File: config.mk
export PLATFORM = sky130hd
export DESIGN_NAME = mario_motion_ctrl_flat
export DESIGN_NICKNAME = d
export VERILOG_FILES = /design/src/rtl/mario_motion_ctrl_if.sv /design/src/rtl/mario_motion_ctrl.sv /design/src/flat_wrapper.sv
export SDC_FILE = /design/constraint.sdc
export NUM_CORES = 1
export LEC_CHECK = 0
export BUFFER_PORTS_ARGS = -buffer_cell sky130_fd_sc_hd__clkbuf_2
export CORE_AREA = 2 2 65 67
export CTS_BUF_LIST = sky130_fd_sc_hd__clkbuf_8
export CTS_CLUSTER_DIAMETER = 150
export DETAILED_ROUTE_END_ITERATION = 16
export DIE_AREA = 0 0 67 69
export PLACE_DENSITY = 0.83
export SYNTH_ARGS = -nofsm -noshare
export SYNTH_HDL_FRONTEND = slang
export SYNTH_SLANG_ARGS = --single-unit
File: constraint.sdc
create_clock -name clk -period 2.8 [get_ports clk]
set_input_delay 0.28 -clock clk [delete_from_list [all_inputs] [get_ports clk]]
set_output_delay 0.28 -clock clk [all_outputs]
set_load 0.01 [all_outputs]
File: src/rtl/mario_motion_ctrl_if.sv
// Bundle between the motion sequencer and its neighbours: buttons, the
// position-register status/strobe bus, and the sprite-drawer handshake.
// master = sequencer side, slave = position register / drawer / buttons.
interface mario_motion_ctrl_if;
    // buttons
    logic go;
    logic right;
    logic left;
    logic up;
    logic down;
    // status from the position register
    logic ground;
    logic outofBounds;
    logic pipe;
    logic next;
    logic flag;
    logic dead;
    // drawer completion pulse
    logic draw_done;
    // strobes/levels to the position register
    logic start;
    logic lvl1;
    logic lvl2;
    logic lvl3;
    logic drStage1;
    logic drStage2;
    logic drStage3;
    logic erM;
    logic jumping;
    logic falling;
    // drawer requests and game status
    logic erase_req;
    logic draw_req;
    logic win;

    modport master (
        input  go, right, left, up, down,
        input  ground, outofBounds, pipe, next, flag, dead,
        input  draw_done,
        output start, lvl1, lvl2, lvl3,
        output drStage1, drStage2, drStage3,
        output erM, jumping, falling,
        output erase_req, draw_req, win
    );

    modport slave (
        output go, right, left, up, down,
        output ground, outofBounds, pipe, next, flag, dead,
        output draw_done,
        input  start, lvl1, lvl2, lvl3,
        input  drStage1, drStage2, drStage3,
        input  erM, jumping, falling,
        input  erase_req, draw_req, win
    );
endinterface

File: src/rtl/mario_motion_ctrl.sv
// Game-flow and motion sequencer for the Mario position register.
// Paces motion to a frame tick, picks one move per frame, and brackets each
// move with an erase/redraw handshake to the sprite drawer.
module mario_motion_ctrl #(
    parameter int FRAME_DIV  = 833333,
    parameter int JUMP_STEPS = 24
) (
    input  logic                 clk,
    input  logic                 reset,
    mario_motion_ctrl_if.master  bus
);

    localparam int FW = (FRAME_DIV > 1) ? $clog2(FRAME_DIV) : 1;

    typedef enum logic [3:0] {
        S_START, S_CLR, S_LOAD, S_DRAW, S_WAIT,
        S_ERASE, S_STEP, S_COMMIT, S_WIN
    } state_t;

    typedef enum logic [1:0] {
        MV_NONE, MV_WALK, MV_JUMP, MV_FALL
    } mv_t;

    state_t          state, state_nxt;
    mv_t             mv, mv_nxt, mv_sel;
    logic [2:0]      lvl, lvl_nxt;          // lvl[0] = level 1, one-hot
    logic [7:0]      jump_cnt, jump_nxt, jump_sel;
    logic [FW-1:0]   frame_cnt;
    logic            frame_tick;

    // Out-of-bounds and down are handled inside the position register; this
    // block only carries them on the bus.
    logic unused_status;
    assign unused_status = bus.outofBounds ^ bus.down;

    assign frame_tick = (frame_cnt == FW'(FRAME_DIV - 1));

    // Free-running frame divider, independent of the game state.
    always_ff @(posedge clk) begin
        if (reset)
            frame_cnt <= '0;
        else if (frame_tick)
            frame_cnt <= '0;
        else
            frame_cnt <= frame_cnt + 1'b1;
    end

    // Motion chosen for this frame: an unfinished jump wins, then gravity,
    // then a new jump from the ground, then a walk if exactly one of
    // right/left is pressed.
    always_comb begin
        mv_sel   = MV_NONE;
        jump_sel = jump_cnt;
        if (jump_cnt != 8'd0) begin
            mv_sel   = MV_JUMP;
            jump_sel = jump_cnt - 8'd1;
        end else if (!bus.ground) begin
            mv_sel = MV_FALL;
        end else if (bus.up) begin
            mv_sel   = MV_JUMP;
            jump_sel = 8'(JUMP_STEPS - 1);
        end else if (bus.right ^ bus.left) begin
            mv_sel = MV_WALK;
        end
    end

    // State, level, jump counter and latched move.
    always_ff @(posedge clk) begin
        if (reset) begin
            state    <= S_START;
            lvl      <= 3'b001;
            jump_cnt <= 8'd0;
            mv       <= MV_NONE;
        end else begin
            state    <= state_nxt;
            lvl      <= lvl_nxt;
            jump_cnt <= jump_nxt;
            mv       <= mv_nxt;
        end
    end

    // Next-state and Moore outputs; every output defaults low.
    always_comb begin
        state_nxt    = state;
        lvl_nxt      = lvl;
        jump_nxt     = jump_cnt;
        mv_nxt       = mv;
        bus.start    = 1'b0;
        bus.drStage1 = 1'b0;
        bus.drStage2 = 1'b0;
        bus.drStage3 = 1'b0;
        bus.erM      = 1'b0;
        bus.jumping  = 1'b0;
        bus.falling  = 1'b0;
        bus.erase_req = 1'b0;
        bus.draw_req = 1'b0;
        bus.win      = 1'b0;
        case (state)
            S_START: begin
                bus.start = 1'b1;
                if (bus.go)
                    state_nxt = S_LOAD;
            end
            S_CLR: begin
                // one-cycle start pulse flushes stale pipe/next/flag/dead latches
                bus.start = 1'b1;
                state_nxt = S_LOAD;
            end
            S_LOAD: begin
                bus.drStage1 = lvl[0];
                bus.drStage2 = lvl[1];
                bus.drStage3 = lvl[2];
                state_nxt    = S_DRAW;
            end
            S_DRAW: begin
                bus.draw_req = 1'b1;
                if (bus.draw_done)
                    state_nxt = S_WAIT;
            end
            S_WAIT: begin
                if (frame_tick) begin
                    if (bus.dead) begin
                        lvl_nxt   = 3'b001;
                        jump_nxt  = 8'd0;
                        state_nxt = S_START;
                    end else if (bus.flag && lvl[2]) begin
                        state_nxt = S_WIN;
                    end else if (bus.pipe && lvl[0]) begin
                        lvl_nxt   = 3'b010;
                        jump_nxt  = 8'd0;
                        state_nxt = S_CLR;
                    end else if (bus.next && lvl[1]) begin
                        lvl_nxt   = 3'b100;
                        jump_nxt  = 8'd0;
                        state_nxt = S_CLR;
                    end else if (mv_sel != MV_NONE) begin
                        mv_nxt    = mv_sel;
                        jump_nxt  = jump_sel;
                        state_nxt = S_ERASE;
                    end
                end
            end
            S_ERASE: begin
                bus.erase_req = 1'b1;
                if (bus.draw_done)
                    state_nxt = S_STEP;
            end
            S_STEP: begin
                bus.erM     = (mv == MV_WALK);
                bus.jumping = (mv == MV_JUMP);
                bus.falling = (mv == MV_FALL);
                state_nxt   = S_COMMIT;
            end
            S_COMMIT: begin
                // idle cycle lets the position register fold the step into its base
                state_nxt = S_DRAW;
            end
            S_WIN: begin
                bus.win = 1'b1;
                if (bus.go) begin
                    lvl_nxt   = 3'b001;
                    state_nxt = S_START;
                end
            end
            default: begin
                state_nxt = S_START;
            end
        endcase
    end

    assign bus.lvl1 = lvl[0];
    assign bus.lvl2 = lvl[1];
    assign bus.lvl3 = lvl[2];

endmodule

File: src/flat_wrapper.sv
// flat-port wrapper written by rule: the top's interface ports become plain ports
module mario_motion_ctrl_flat 
#(
    parameter int FRAME_DIV  = 833333,
    parameter int JUMP_STEPS = 24
)
  (clk, reset, bus_go, bus_right, bus_left, bus_up, bus_down, bus_ground, bus_outofBounds, bus_pipe, bus_next, bus_flag, bus_dead, bus_draw_done, bus_start, bus_lvl1, bus_lvl2, bus_lvl3, bus_drStage1, bus_drStage2, bus_drStage3, bus_erM, bus_jumping, bus_falling, bus_erase_req, bus_draw_req, bus_win);
  mario_motion_ctrl_if bus_i ();
  input  logic clk;
  input  logic reset;
  input wire logic [$bits(bus_i.go)-1:0] bus_go;
  input wire logic [$bits(bus_i.right)-1:0] bus_right;
  input wire logic [$bits(bus_i.left)-1:0] bus_left;
  input wire logic [$bits(bus_i.up)-1:0] bus_up;
  input wire logic [$bits(bus_i.down)-1:0] bus_down;
  input wire logic [$bits(bus_i.ground)-1:0] bus_ground;
  input wire logic [$bits(bus_i.outofBounds)-1:0] bus_outofBounds;
  input wire logic [$bits(bus_i.pipe)-1:0] bus_pipe;
  input wire logic [$bits(bus_i.next)-1:0] bus_next;
  input wire logic [$bits(bus_i.flag)-1:0] bus_flag;
  input wire logic [$bits(bus_i.dead)-1:0] bus_dead;
  input wire logic [$bits(bus_i.draw_done)-1:0] bus_draw_done;
  output wire logic [$bits(bus_i.start)-1:0] bus_start;
  output wire logic [$bits(bus_i.lvl1)-1:0] bus_lvl1;
  output wire logic [$bits(bus_i.lvl2)-1:0] bus_lvl2;
  output wire logic [$bits(bus_i.lvl3)-1:0] bus_lvl3;
  output wire logic [$bits(bus_i.drStage1)-1:0] bus_drStage1;
  output wire logic [$bits(bus_i.drStage2)-1:0] bus_drStage2;
  output wire logic [$bits(bus_i.drStage3)-1:0] bus_drStage3;
  output wire logic [$bits(bus_i.erM)-1:0] bus_erM;
  output wire logic [$bits(bus_i.jumping)-1:0] bus_jumping;
  output wire logic [$bits(bus_i.falling)-1:0] bus_falling;
  output wire logic [$bits(bus_i.erase_req)-1:0] bus_erase_req;
  output wire logic [$bits(bus_i.draw_req)-1:0] bus_draw_req;
  output wire logic [$bits(bus_i.win)-1:0] bus_win;
  assign bus_i.go = bus_go;
  assign bus_i.right = bus_right;
  assign bus_i.left = bus_left;
  assign bus_i.up = bus_up;
  assign bus_i.down = bus_down;
  assign bus_i.ground = bus_ground;
  assign bus_i.outofBounds = bus_outofBounds;
  assign bus_i.pipe = bus_pipe;
  assign bus_i.next = bus_next;
  assign bus_i.flag = bus_flag;
  assign bus_i.dead = bus_dead;
  assign bus_i.draw_done = bus_draw_done;
  assign bus_start = bus_i.start;
  assign bus_lvl1 = bus_i.lvl1;
  assign bus_lvl2 = bus_i.lvl2;
  assign bus_lvl3 = bus_i.lvl3;
  assign bus_drStage1 = bus_i.drStage1;
  assign bus_drStage2 = bus_i.drStage2;
  assign bus_drStage3 = bus_i.drStage3;
  assign bus_erM = bus_i.erM;
  assign bus_jumping = bus_i.jumping;
  assign bus_falling = bus_i.falling;
  assign bus_erase_req = bus_i.erase_req;
  assign bus_draw_req = bus_i.draw_req;
  assign bus_win = bus_i.win;
  mario_motion_ctrl #(.FRAME_DIV(FRAME_DIV), .JUMP_STEPS(JUMP_STEPS)) u_core (.clk(clk), .reset(reset), .bus(bus_i));
endmodule
==> impl_metrics.ini <==
[yosys]
synth-async-reset-ratio_pct = 0
synthFlopType = dfxtp_1
synth_enable_flop_cells = 0
ys_seq_elements = 37
yosysUniqueCellTypes = 50
seq_area_frac_synth_pct = 35.3
synth_area_um2 = 2100
syn_nets = 272
ys.warnings.count = 0
synthCells = 254
synth.avg_cell_area_um2 = 8.27

[sta]
finalClockSkew_ns = 0.00703
finalSetupTns_ns = 0
period_share_pct = 85.8
hold_viol = 0
setup_viol = 0
slew_violations = 0
worstMarginPinSlew_ns = 0.822
rsz0062_at_grt = false
min_period_ns = 2.40
clock.fmax_ghz = 0.416
slew_headroom_pct = 44.7
hold_ws_ns = 0.297

[worst_hold_path]
hold_path_class = in2reg

[detailed_routing]
wirelength_mm = 4.53
via_count = 1911
wl_met2_mm = 2.30
ant_nets = 0
top_layer = met4
wirelength_met1_mm = 2.01
drtIter0Drc = 120
vias_per_cell = 5.74
dr_wl_met3_um = 150
firstDrtPassIters = 4
drcViolationCount = 0
wire_per_inst_um = 13.6

[floorplan]
pin_count = 27
die_h_um = 69
initial_core_util_pct = 53.7
placementRows = 23
core_um2 = 3910
dieArea_um2 = 4620
die_w_um = 67

[status]
status = finished, final reports clean

[worst_setup_path]
endpoint_kind = flop
crit_buf_inv = 0
crit_family = simple AND/OR/NAND/NOR gates
critPathArrivalTime_ns = 2.62
worstPathRequired_ns = 3.02
crit_slowest_cell = nor4b_1
cpPeakStageDelay_ns = 0.68
crit_path_start_kind = flop
critPathMaxFanout = 10
path_class = reg2reg
cp_cell_sequence = nor4b_1 > o21ai_1 > or3_4 > o21ai_4 > mux2i_1

[clock_network]
cts.repair.resized = 0
tritoncts.num_buffers = 5
clk_latency_ns = 0.29
cts_root_buf = clkbuf_8
cts.sink_count = 37
ctsHtreeMaxLevel = 2
post_cts_buffers = 0
clk_pin_slew_ns = 0.07
cts_hold_buf = 0
cts_buffer_depth = 2
cts_tree = done

[pwr]
power_density_nw_per_um2 = 470
peakVddDrop_uv = 306
p_leak_nw = 0.875
total_power_mw = 1.13

[global_route]
grt_pass1_wl_mm = 8.02
track_usage_pct = 22.0
overflow = 0
grt_max_degree = 25
grt_antenna_before_repair = 0
grt_pass1_vias = 1893

[placed_design]
port_buffers = 24
globalplace.congestion = 0.847
dp_hpwl_mm = 3.30

[layout]
area_growth_pct = 14.8
insertedDiodeCount = 0
drive_above_1_share_pct = 14.8
nets = 300
fillers = 373

[flow_run]
maxCapViolations = 0
[final timing paths]
check	start	to	slack (ns)	cells after the start
setup / recovery	u_core.state[0]	u_core.lvl[1]	0.40	5
setup reg to reg	u_core.state[0]	u_core.lvl[1]	0.40	5
hold / removal	bus_ground	u_core.mv[0]	0.30	3
hold reg to reg	u_core.frame_cnt[0]	u_core.frame_cnt[0]	0.49	1
[flip-flops by register name, indices dropped and copies added (netlist names)]
signal	cells
u_core.mv	2
u_core.jump_cnt	8
u_core.frame_cnt	20
u_core.lvl	3
u_core.state	4
[per-layer routing]
metal,global-route usage [%],vias up
li1,-,976
met1,24.8,897
met2,38.7,33
met3,4.57,5
met4,9.75,0
met5,0,-
[stage by stage]
stage	utilization [%]	instances	instance area [um2]	worst slack, ns
final	61.6	333	2410	0.399
after floorplan	-	254	2100	0.595
after detailed placement	58.6	325	2290	0.437
after global routing	61.6	333	2410	0.0974
after global placement	58.6	325	2290	0.523
after CTS	61.6	333	2410	0.410
[final cells by class]
class / instances / area (um2) / share of cell area [%]
well taps: 50 / 62.6 / 2.59
multi-input cells: 200 / 1300 / 53.8
clock inverters: 2 / 33.8 / 1.40
flip-flops and latches: 37 / 741 / 30.7
repair buffers: 30 / 165 / 6.85
clock buffers: 6 / 82.6 / 3.43
inverters: 8 / 30.0 / 1.25
[worst register-to-register path: cells and delay by family, from the launching register on]
family / cells / cell delay (ns)
multiplexers: 1 / 0.20
flip-flops: 1 / 0.42
AO/OA/AOI/OAI: 2 / 0.52
AND/OR/NAND/NOR: 2 / 1.19
[cell usage in the layout (no fill, tap or decap), drive strengths merged, types with 8 or more instances in the layout]
cell	count
clkbuf	30
dfxtp	37
inv	9
mux2i	8
nand2	13
nand2b	12
nand3	15
nor2	38
nor3	11
xnor2	10
xor2	11
[synth_stat cells, drive strengths merged (2+ instances only)]
cell type,instances,area share [%]
clkbuf,9,1.6
inv,8,1.4
nand2,13,2.3
mux2i,8,3.8
o32ai,2,0.83
or4bb,2,1.1
o21ai,5,1.7
xor2,11,4.6
dfxtp,37,35
a211oi,2,0.71
nand3,15,3.6
or4,3,1.1
or4b,2,0.95
ha,4,2.4
and3,6,1.8
nor3,11,2.6
nand2b,12,3.6
nor4,4,1.9
nor4b,4,1.7
or3,6,2.0
a31oi,5,1.5
nand4,7,2.1
a21oi,7,1.7
nand4b,3,1.3
xnor2,10,4.2
nor2,38,6.8
nor2b,2,0.60
[report_power, final]
group	internal [mW]	total (mW)	leakage (nW)	switching, mW
clock network	0.287	0.469	0.0626	0.182
logic	0.0518	0.117	0.513	0.0655
registers	0.535	0.547	0.299	0.0121
total	0.873	1.13	0.875	0.260
[cell families (layout without fill, tap and decap cells)]
group	Yosys count	count (layout)	share of synthesized area (%)
buf+inv	17	46	3.04
xor+xnor	21	21	8.75
compound gates	34	34	11.6
fa+ha+maj	4	4	2.38
flops	37	37	35.3
mux	8	8	3.81
simple gates	133	133	35.2
Power figures use the tool's default switching activity.
